<file path="config.mk">
export PLATFORM = sky130hd
export DESIGN_NAME = sync_axis_fifo_mc_addr_gen
export DESIGN_NICKNAME = d
export VERILOG_FILES = /design/src/rtl/axis_fifo_pkg.sv /design/src/rtl/sync_axis_fifo_mc_chan_ptr.sv /design/src/rtl/sync_axis_fifo_mc_addr_gen.sv
export SDC_FILE = /design/constraint.sdc
export NUM_CORES = 1
export LEC_CHECK = 0
export BUFFER_PORTS_ARGS = -buffer_cell sky130_fd_sc_hd__buf_2
export CORE_MARGIN = 2
export CORE_UTILIZATION = 55
export DETAILED_ROUTE_END_ITERATION = 12
export PLACE_DENSITY = 0.8
export SETUP_SLACK_MARGIN = 0.3
export SLEW_MARGIN = 40
export SYNTH_ARGS = -nofsm -noshare
export SYNTH_HDL_FRONTEND = slang
export SYNTH_SLANG_ARGS = --single-unit
</file>
<file path="constraint.sdc">
create_clock -name aclk -period 4.3 [get_ports aclk]
set_clock_uncertainty 0.05 [all_clocks]
set_input_delay 1.29 -clock aclk [delete_from_list [all_inputs] [get_ports aclk]]
set_output_delay 1.29 -clock aclk [all_outputs]
set_load 0.02 [all_outputs]
</file>
<file path="src/rtl/axis_fifo_pkg.sv">
`default_nettype none
// ============================================================================
// Package     : axis_fifo_pkg
// Description : Shared helpers for the multi-channel AXI-Stream FIFO address
//               generator: channel-select width function and packet-mode
//               encodings.
// Revision    : 1.0 - initial release
// ============================================================================
package axis_fifo_pkg;

    // Encodings for the PACKET_MODE parameter
    localparam int BEAT_MODE      = 0;
    localparam int PACKET_MODE_EN = 1;

    // Width of a channel select; a single channel still needs one bit
    function automatic int chan_width(input int n);
        return (n <= 1) ? 1 : $clog2(n);
    endfunction

endpackage
`default_nettype wire

</file>
<file path="src/rtl/sync_axis_fifo_mc_chan_ptr.sv">
`default_nettype none
// ============================================================================
// Module      : sync_axis_fifo_mc_chan_ptr
// Description : Pointer set for one FIFO channel. Holds write, commit and
//               read pointers (ADDRESS_WIDTH+1 bits, MSB is the wrap bit) and
//               derives write-side fill, committed level and status flags.
// Ports       : clk_i/rst_i      clock, async active-high reset
//               wr_inc_i         accepted write beat
//               commit_i         with wr_inc_i: expose everything up to it
//               drop_i           roll write pointer back to commit pointer
//               rd_inc_i         accepted read beat
//               waddr_o/raddr_o  in-region RAM offsets
//               fill_w_o/level_o write-side fill / committed level
//               full_o, almost_full_o, empty_o, almost_empty_o
// Revision    : 1.0 - initial release
// ============================================================================
module sync_axis_fifo_mc_chan_ptr #(
    parameter int ADDRESS_WIDTH          = 4,
    parameter int ALMOST_EMPTY_THRESHOLD = 4,
    parameter int ALMOST_FULL_THRESHOLD  = 4,
    localparam int PW                    = ADDRESS_WIDTH + 1
) (
    input  logic                     clk_i,
    input  logic                     rst_i,
    input  logic                     wr_inc_i,
    input  logic                     commit_i,
    input  logic                     drop_i,
    input  logic                     rd_inc_i,
    output logic [ADDRESS_WIDTH-1:0] waddr_o,
    output logic [ADDRESS_WIDTH-1:0] raddr_o,
    output logic [PW-1:0]            fill_w_o,
    output logic [PW-1:0]            level_o,
    output logic                     full_o,
    output logic                     almost_full_o,
    output logic                     empty_o,
    output logic                     almost_empty_o
);

    // May be negative when the threshold exceeds the depth: flag then always set
    localparam int AF_LIMIT = (2 ** ADDRESS_WIDTH) - ALMOST_FULL_THRESHOLD;
    localparam logic [PW-1:0] DEPTH = {1'b1, {ADDRESS_WIDTH{1'b0}}};

    logic [PW-1:0] wptr_q, wptr_d;
    logic [PW-1:0] cptr_q, cptr_d;
    logic [PW-1:0] rptr_q, rptr_d;

    always_comb begin
        wptr_d = wptr_q;
        cptr_d = cptr_q;
        rptr_d = rptr_q;
        if (drop_i) begin
            wptr_d = cptr_q;
        end else if (wr_inc_i) begin
            wptr_d = wptr_q + PW'(1);
            if (commit_i) begin
                cptr_d = wptr_q + PW'(1);
            end
        end
        if (rd_inc_i) begin
            rptr_d = rptr_q + PW'(1);
        end
    end

    always_ff @(posedge clk_i or posedge rst_i) begin
        if (rst_i) begin
            wptr_q <= '0;
            cptr_q <= '0;
            rptr_q <= '0;
        end else begin
            wptr_q <= wptr_d;
            cptr_q <= cptr_d;
            rptr_q <= rptr_d;
        end
    end

    // Modular subtraction keeps fill/level exact across any number of wraps
    assign fill_w_o = wptr_q - rptr_q;
    assign level_o  = cptr_q - rptr_q;

    assign waddr_o = wptr_q[ADDRESS_WIDTH-1:0];
    assign raddr_o = rptr_q[ADDRESS_WIDTH-1:0];

    assign full_o         = (fill_w_o == DEPTH);
    assign almost_full_o  = (int'(fill_w_o) > AF_LIMIT);
    assign empty_o        = (level_o == '0);
    assign almost_empty_o = (int'(level_o) < ALMOST_EMPTY_THRESHOLD);

endmodule
`default_nettype wire

</file>
<file path="src/rtl/sync_axis_fifo_mc_addr_gen.sv">
`default_nettype none
// ============================================================================
// Module      : sync_axis_fifo_mc_addr_gen
// Description : Single-clock multi-channel address generator for AXI-Stream
//               FIFOs sharing one simple-dual-port RAM, split into CHANNELS
//               regions of 2^ADDRESS_WIDTH entries. Optional packet mode
//               exposes data only after a last beat and supports dropping a
//               partially written packet.
// Ports       : aclk/areset                      clock, async active-high reset
//               s_axis_valid/ready/chan/last/drop write-side handshake
//               s_axis_wen/waddr                  RAM write port
//               s_axis_full/almost_full           per-channel write flags
//               m_axis_ready/chan/valid/raddr     read-side handshake/address
//               m_axis_empty/almost_empty/level   per-channel read status
// Revision    : 1.0 - initial release
// ============================================================================
module sync_axis_fifo_mc_addr_gen
    import axis_fifo_pkg::*;
#(
    parameter int ADDRESS_WIDTH          = 4,
    parameter int CHANNELS               = 4,
    parameter int ALMOST_EMPTY_THRESHOLD = 4,
    parameter int ALMOST_FULL_THRESHOLD  = 4,
    parameter int PACKET_MODE            = 0,
    localparam int CHAN_WIDTH            = chan_width(CHANNELS),
    localparam int PW                    = ADDRESS_WIDTH + 1
) (
    input  logic                              aclk,
    input  logic                              areset,
    input  logic                              s_axis_valid,
    output logic                              s_axis_ready,
    input  logic [CHAN_WIDTH-1:0]             s_axis_chan,
    input  logic                              s_axis_last,
    input  logic                              s_axis_drop,
    output logic                              s_axis_wen,
    output logic [CHAN_WIDTH+ADDRESS_WIDTH-1:0] s_axis_waddr,
    output logic [CHANNELS-1:0]               s_axis_full,
    output logic [CHANNELS-1:0]               s_axis_almost_full,
    input  logic                              m_axis_ready,
    input  logic [CHAN_WIDTH-1:0]             m_axis_chan,
    output logic                              m_axis_valid,
    output logic [CHAN_WIDTH+ADDRESS_WIDTH-1:0] m_axis_raddr,
    output logic [CHANNELS-1:0]               m_axis_empty,
    output logic [CHANNELS-1:0]               m_axis_almost_empty,
    output logic [CHANNELS*PW-1:0]            m_axis_level
);

    localparam bit PKT_EN  = (PACKET_MODE == PACKET_MODE_EN);
    localparam bit BEAT_EN = (PACKET_MODE == BEAT_MODE);

    logic [ADDRESS_WIDTH-1:0] w_waddr [CHANNELS];
    logic [ADDRESS_WIDTH-1:0] w_raddr [CHANNELS];
    logic [PW-1:0]            w_level [CHANNELS];
    logic [CHANNELS*PW-1:0]   w_fill_unused;

    logic [CHANNELS-1:0] w_wr_inc;
    logic [CHANNELS-1:0] w_drop;
    logic [CHANNELS-1:0] w_rd_inc;

    logic                     w_s_in_range;
    logic                     w_m_in_range;
    logic                     w_pkt_drop;
    logic                     w_commit;
    logic                     w_drop_acc;
    logic                     w_full_sel;
    logic                     w_empty_sel;
    logic [ADDRESS_WIDTH-1:0] w_waddr_sel;
    logic [ADDRESS_WIDTH-1:0] w_raddr_sel;

    // Widened compare so a select equal to CHANNELS is rejected for any count
    assign w_s_in_range = ({1'b0, s_axis_chan} < (CHAN_WIDTH+1)'(CHANNELS));
    assign w_m_in_range = ({1'b0, m_axis_chan} < (CHAN_WIDTH+1)'(CHANNELS));

    assign w_pkt_drop = PKT_EN & s_axis_drop;
    assign w_commit   = BEAT_EN | s_axis_last;

    // Status muxes; an out-of-range select matches no channel and falls
    // through to the defaults (not full, empty, offset 0)
    always_comb begin
        w_full_sel  = 1'b0;
        w_empty_sel = 1'b1;
        w_waddr_sel = '0;
        w_raddr_sel = '0;
        for (int c = 0; c < CHANNELS; c++) begin
            if (s_axis_chan == CHAN_WIDTH'(c)) begin
                w_full_sel  = s_axis_full[c];
                w_waddr_sel = w_waddr[c];
            end
            if (m_axis_chan == CHAN_WIDTH'(c)) begin
                w_empty_sel = m_axis_empty[c];
                w_raddr_sel = w_raddr[c];
            end
        end
    end

    // A drop never writes RAM, so it is accepted even when the channel is full
    assign s_axis_ready = w_s_in_range & (w_pkt_drop | ~w_full_sel);
    assign s_axis_wen   = s_axis_valid & s_axis_ready & ~w_pkt_drop;
    assign w_drop_acc   = s_axis_valid & s_axis_ready & w_pkt_drop;
    assign s_axis_waddr = {s_axis_chan, w_waddr_sel};

    assign m_axis_valid = w_m_in_range & ~w_empty_sel;
    assign m_axis_raddr = {m_axis_chan, w_raddr_sel};

    generate
        for (genvar c = 0; c < CHANNELS; c++) begin : g_chan
            assign w_wr_inc[c] = s_axis_wen & (s_axis_chan == CHAN_WIDTH'(c));
            assign w_drop[c]   = w_drop_acc & (s_axis_chan == CHAN_WIDTH'(c));
            assign w_rd_inc[c] = m_axis_ready & m_axis_valid &
                                 (m_axis_chan == CHAN_WIDTH'(c));

            sync_axis_fifo_mc_chan_ptr #(
                .ADDRESS_WIDTH          (ADDRESS_WIDTH),
                .ALMOST_EMPTY_THRESHOLD (ALMOST_EMPTY_THRESHOLD),
                .ALMOST_FULL_THRESHOLD  (ALMOST_FULL_THRESHOLD)
            ) u_chan_ptr (
                .clk_i          (aclk),
                .rst_i          (areset),
                .wr_inc_i       (w_wr_inc[c]),
                .commit_i       (w_commit),
                .drop_i         (w_drop[c]),
                .rd_inc_i       (w_rd_inc[c]),
                .waddr_o        (w_waddr[c]),
                .raddr_o        (w_raddr[c]),
                .fill_w_o       (w_fill_unused[c*PW +: PW]),
                .level_o        (w_level[c]),
                .full_o         (s_axis_full[c]),
                .almost_full_o  (s_axis_almost_full[c]),
                .empty_o        (m_axis_empty[c]),
                .almost_empty_o (m_axis_almost_empty[c])
            );

            assign m_axis_level[c*PW +: PW] = w_level[c];
        end
    endgenerate

endmodule
`default_nettype wire

</file>
**Word level (Yosys, flattened, before mapping)**

Index checks and enable logic that the tools add are counted.

- Bits in registers: 40
- Word-level logic and storage cells: 72
- Bits of input ports: 10
- Output and inout port bits: 51

- Bitwise logic cells: 12
- Reductions and logical operators: 6
- Add/subtract/negate cells: 12
- Multiplexer cells: 16
- Eq/ne operators: 10
- $lt $le $gt $ge: 8

Operator list:

| kind | count |
|---|---|
| adder 5 x 1 -> 5 bit (second input constant) | 8 |
| two-way mux 4 bit | 8 |
| equality test 5 bit (second input constant) | 4 |
| greater-than comparator 5 x 4 -> 1 bit (second input constant) | 4 |
| logical NOT 5 bit | 4 |
| < comparator 5 x 3 -> 1 bit (second input constant) | 4 |
| subtractor 5 bit | 4 |
| bitwise AND 1 bit | 10 |
| equality test 2 bit (second input constant) | 4 |
| two-way mux 1 bit | 8 |
| equality test 2 x 1 -> 1 bit (second input constant) | 2 |
| logical NOT 2 bit | 2 |
| inverter 1 bit | 2 |

**Logic depth before layout (Yosys ltp)**

- Depth after elaboration: 9
- Gate-level depth with buffers: 11
- Gate-level depth less buffers: 11

**Cells and area by module**

From an unflattened synthesis, not the netlist that was laid out.

- Cells, all modules: 500
- Area total of the unflattened synthesis: 4759.6 um^2

Modules (own cells, without submodules):

| module | area an instance (um^2) | cells each | instances | seq. area each (um^2) |
|---|---|---|---|---|
| sync_axis_fifo_mc_chan_ptr at g_chan[0].u_chan_ptr ... | 1089.8 | 117 | 3 | 375.4 |
| sync_axis_fifo_mc_chan_ptr at g_chan[3].u_chan_ptr | 1099.8 | 116 | 1 | 375.4 |
| sync_axis_fifo_mc_addr_gen | 390.4 | 33 | 1 | 0.0 |

**Worst setup path before layout**

No wires, ideal clock.

- Kind: reg-to-output
- Start: reg g_chan[1].u_chan_ptr.cptr_q[0]
- End: out m_axis_valid
- Path buffers: 0
- Stages on the path, launching flop included: 12
- Setup slack: 0.357 ns
- Data arrival time: 2.603 ns
- Data required time: 2.960 ns
- Cell sequence: dfrtp_1 inv_1 ha_1 inv_1 fa_1 a21o_1 a21oi_1 xnor2_1 or3_1 inv_1 mux4_2 inv_1

- Longest elaborated chain between the ends: 6

Ends and longest elaborated chain:

| item | line | source |
|---|---|---|
| start, declared | sync_axis_fifo_mc_chan_ptr.sv:44 | `logic [PW-1:0] cptr_q, cptr_d;` |
| start signal, assigned | sync_axis_fifo_mc_chan_ptr.sv:71 | `cptr_q <= cptr_d;` |
| subtractor 5 bit | sync_axis_fifo_mc_chan_ptr.sv:78 | `assign level_o = cptr_q - rptr_q;` |
| net m_axis_level[9] | sync_axis_fifo_mc_addr_gen.sv:45 | `output logic [CHANNELS*PW-1:0] m_axis_level` |
| logical NOT 5 bit | sync_axis_fifo_mc_chan_ptr.sv:85 | `assign empty_o = (level_o == '0);` |
| net g_chan[1].u_chan_ptr.empty_o | sync_axis_fifo_mc_chan_ptr.sv:35 | `output logic empty_o,` |
| two-way mux 1 bit (3 in series) | sync_axis_fifo_mc_addr_gen.sv:89 | `if (m_axis_chan == CHAN_WIDTH'(c)) begin` |
| inverter 1 bit | sync_axis_fifo_mc_addr_gen.sv:102 | `assign m_axis_valid = w_m_in_range & ~w_empty_sel;` |
| end, declared | sync_axis_fifo_mc_addr_gen.sv:41 | `output logic m_axis_valid,` |

The timed path passes the listed nets, and every way through them passes these cells.

**Worst setup path after layout**

- Start: reg g_chan[2].u_chan_ptr.wptr_q[0]
- End: out s_axis_ready

- Longest elaborated chain between the ends: 5

Ends and longest elaborated chain:

| item | line | source |
|---|---|---|
| start, declared | sync_axis_fifo_mc_chan_ptr.sv:43 | `logic [PW-1:0] wptr_q, wptr_d;` |
| start signal, assigned | sync_axis_fifo_mc_chan_ptr.sv:70 | `wptr_q <= wptr_d;` |
| subtractor 5 bit | sync_axis_fifo_mc_chan_ptr.sv:77 | `assign fill_w_o = wptr_q - rptr_q;` |
| equality test 5 bit | sync_axis_fifo_mc_chan_ptr.sv:83 | `assign full_o = (fill_w_o == DEPTH);` |
| two-way mux 1 bit (2 in series) | sync_axis_fifo_mc_addr_gen.sv:85 | `if (s_axis_chan == CHAN_WIDTH'(c)) begin` |
| inverter 1 bit | sync_axis_fifo_mc_addr_gen.sv:97 | `assign s_axis_ready = w_s_in_range & (w_pkt_drop \| ~w_full_sel);` |
| end, declared | sync_axis_fifo_mc_addr_gen.sv:31 | `output logic s_axis_ready,` |

No other way between the ends.

==> run metrics <==
status=complete, no violations; Root Buffer=clkbuf_8; CTS Sinks=40; Synth top cells by count=40 x dfrtp_1, 32 x inv_1, 32 x xnor2_1; Layout Nets=415; FF-to-FF setup slack=1.36 ns; CP Max Fanout=3; top sig layer=met4; Core ar.=5507 um2; #FFs+latches synth=40; asr flop ratio synth=100.0%; H-tree Lvls=2; DP Area=3378 um2; CTS tree=yes; Post-Syn Area=3129 um2; f_max=245.6 MHz; multi-input logic area=1938 um2; n_diodes=0; die area=6309 um2; relative slew slack=66.23%; Final Max Slew Viols=0; max-cap check violation count=0; largest net degree at the start of global routing=41; GRT Overall Usage=23.88%; count leader, synth=dfrtp_1; initial antenna violation count=0; Fin. Hold Viols=0; Placer Congestion=0.8415; Syn Nets=344; Clk pin slew, worst setup/hold paths=0.07 ns; Seq/Total Area, Yosys=31.99%; die width=79.43 um; Crit. End Element=output port; Hold Buf Count CTS=0; Starting Density=56.83%; Synth Flop Type=dfrtp_1; Final ANT Viol Nets=0; clk buf depth=2; DR pass1 iterations=4; Worst Reg-to-Reg Cells=13; critical path startpoint category=flop; # IOs=61; Congestion Overflow GR=0; initial drt markers=131; YS warnings=0; RR Startpoint=g_chan[2].u_chan_ptr.wptr_q[0]; # fillers=422; WS Path Type=flop to output port; WL met1=2996 um; vias in the first global route=2409; largest area contributor in the netlist=dfrtp_1; CTS buffer count=5; Setup TNS Final=0 ns; via count=2482; routed wire length=7056 um; IO buf count=58; Worst Setup EP=s_axis_ready; measured slew at the worst slew-check pin=0.5065 ns; Worst Path Required=2.96 ns; RR Endpoint=g_chan[2].u_chan_ptr.wptr_q[1]; hpwl dp=5262 um; fin crit period=4.071 ns; WL/cell=15.71 um; Post-synth EDFFs=0; Synth top area share=31.99%; Data arrival, critical path=2.73 ns; Final Cycle Share=94.68%; fraction of layout cells with a size suffix above 1=40.05%; row cnt=27; via/cell ratio=5.528; P&R area growth vs syn=21.39%; synth unique cells=49; remaining routing DRC violations=0; Cells after Synth=306; Mean Syn Cell Area=10.23 um2; first-pass GRT wire length=11520 um; worst setup path start=g_chan[2].u_chan_ptr.wptr_q[0]; hold slack=0.4462 ns; Die Y=79.43 um; largest cells by area after synthesis=dfrtp_1 32%, ha_1 9.6%, xnor2_1 9.0%; wire length on met3=319 um; final setup violation count=0; Worst Hold Class=flop to flop; design area=3799 um2; RSZ-0062 raised after global routing=yes; met2 wire length=3587 um; worst-skew pair later-pin latency=0.29 ns; FF+latch area=1006 um2
-- timing repair --
item / in CTS / in global routing
setup endpoints to repair: 8 / 6
resized for setup: 32 / 7
buffers inserted: 15 / 11
pin swaps: 13 / 11
cloned: 0 / 0
-- logic make-up after synthesis --
| kind of cell | after synthesis | synth area share, % |
|---|---|---|
| buf+inv | 57 | 9.236 |
| xor+xnor | 47 | 13.39 |
| mux | 17 | 9.476 |
| simple gates | 94 | 18.27 |
| compound gates | 23 | 5.478 |
| flops | 40 | 31.99 |
| fa+ha+maj | 28 | 12.16 |
-- state kept, by name (all words and copies together), names as in the netlist --
register                  count
g_chan.u_chan_ptr.rptr_q     20
g_chan.u_chan_ptr.cptr_q     10
g_chan.u_chan_ptr.wptr_q     10
-- worst min-delay path by stage --
| stage | to | start | depth (start not counted) | slack [ns] |
|---|---|---|---|---|
| global placement | g_chan[3].u_chan_ptr.rptr_q[4] | g_chan[3].u_chan_ptr.rptr_q[4] | 1 | 0.43 |
| floorplan | g_chan[0].u_chan_ptr.rptr_q[4] | g_chan[0].u_chan_ptr.rptr_q[4] | 1 | 0.41 |
| finish | g_chan[0].u_chan_ptr.wptr_q[4] | g_chan[0].u_chan_ptr.wptr_q[4] | 1 | 0.45 |
| CTS | g_chan[0].u_chan_ptr.wptr_q[4] | g_chan[0].u_chan_ptr.wptr_q[4] | 1 | 0.45 |
| global route | g_chan[0].u_chan_ptr.wptr_q[4] | g_chan[0].u_chan_ptr.wptr_q[4] | 1 | 0.47 |
| detailed placement | g_chan[0].u_chan_ptr.wptr_q[4] | g_chan[0].u_chan_ptr.wptr_q[4] | 1 | 0.44 |
-- routing by layer --
layer / track usage [%] / vias to the layer above
li1: - / 1181
met4: 10.52 / 0
met1: 30.56 / 1218
met3: 3.054 / 14
met5: 0 / -
met2: 40.50 / 69
-- critical path: stages (launching register included) --
cell and delay [ns]:
dfrtp_1 0.40, inv_2 0.10, ha_4 0.14, inv_2 0.03, fa_2 0.45, nand2b_4 0.16, a2111o_1 0.36, a211oi_2 0.31
a22o_1 0.25, o22ai_1 0.09, buf_4 0.16
-- cells in the final DEF, fill, tap and decap left out, drive strengths merged, types with 2 or more instances in the layout --
cell,instances
nor3b,6
nand3,8
clkbuf,7
nor2,10
nor4,6
dfrtp,40
nand4b,2
and3,3
buf,89
nand2,18
mux4,9
nor2b,4
or3,2
a21o,2
nand2b,6
mux2,8
xor2,14
a21oi,8
fa,4
o21ai,2
inv,32
nand4,10
a31o,3
nor3,13
and2,2
xnor2,33
nor4b,2
ha,24
-- through the flow --
stage / utilization, % / instances / setup slack [ns]
2_1_floorplan: - / 306 / 0.3575
3_3_place_gp: 61.35 / 416 / 0.2820
3_5_place_dp: 61.35 / 416 / 0.2171
4_1_cts: 67.12 / 438 / 0.2381
5_1_grt: 68.98 / 449 / 0.1481
6_report: 68.98 / 449 / 0.2289
-- final cells by class --
| type | instances | area share, % |
|---|---|---|
| clock buffer | 7 | 2.536 |
| inverter | 32 | 3.162 |
| multi-input combinational | 209 | 51.02 |
| sequential | 40 | 26.48 |
| tap | 72 | 2.372 |
| timing repair buffer | 89 | 14.43 |
Power is left out: the tool's default activity adds up to more than one toggle a clock period on the data nets, which glitch-free logic cannot reach.
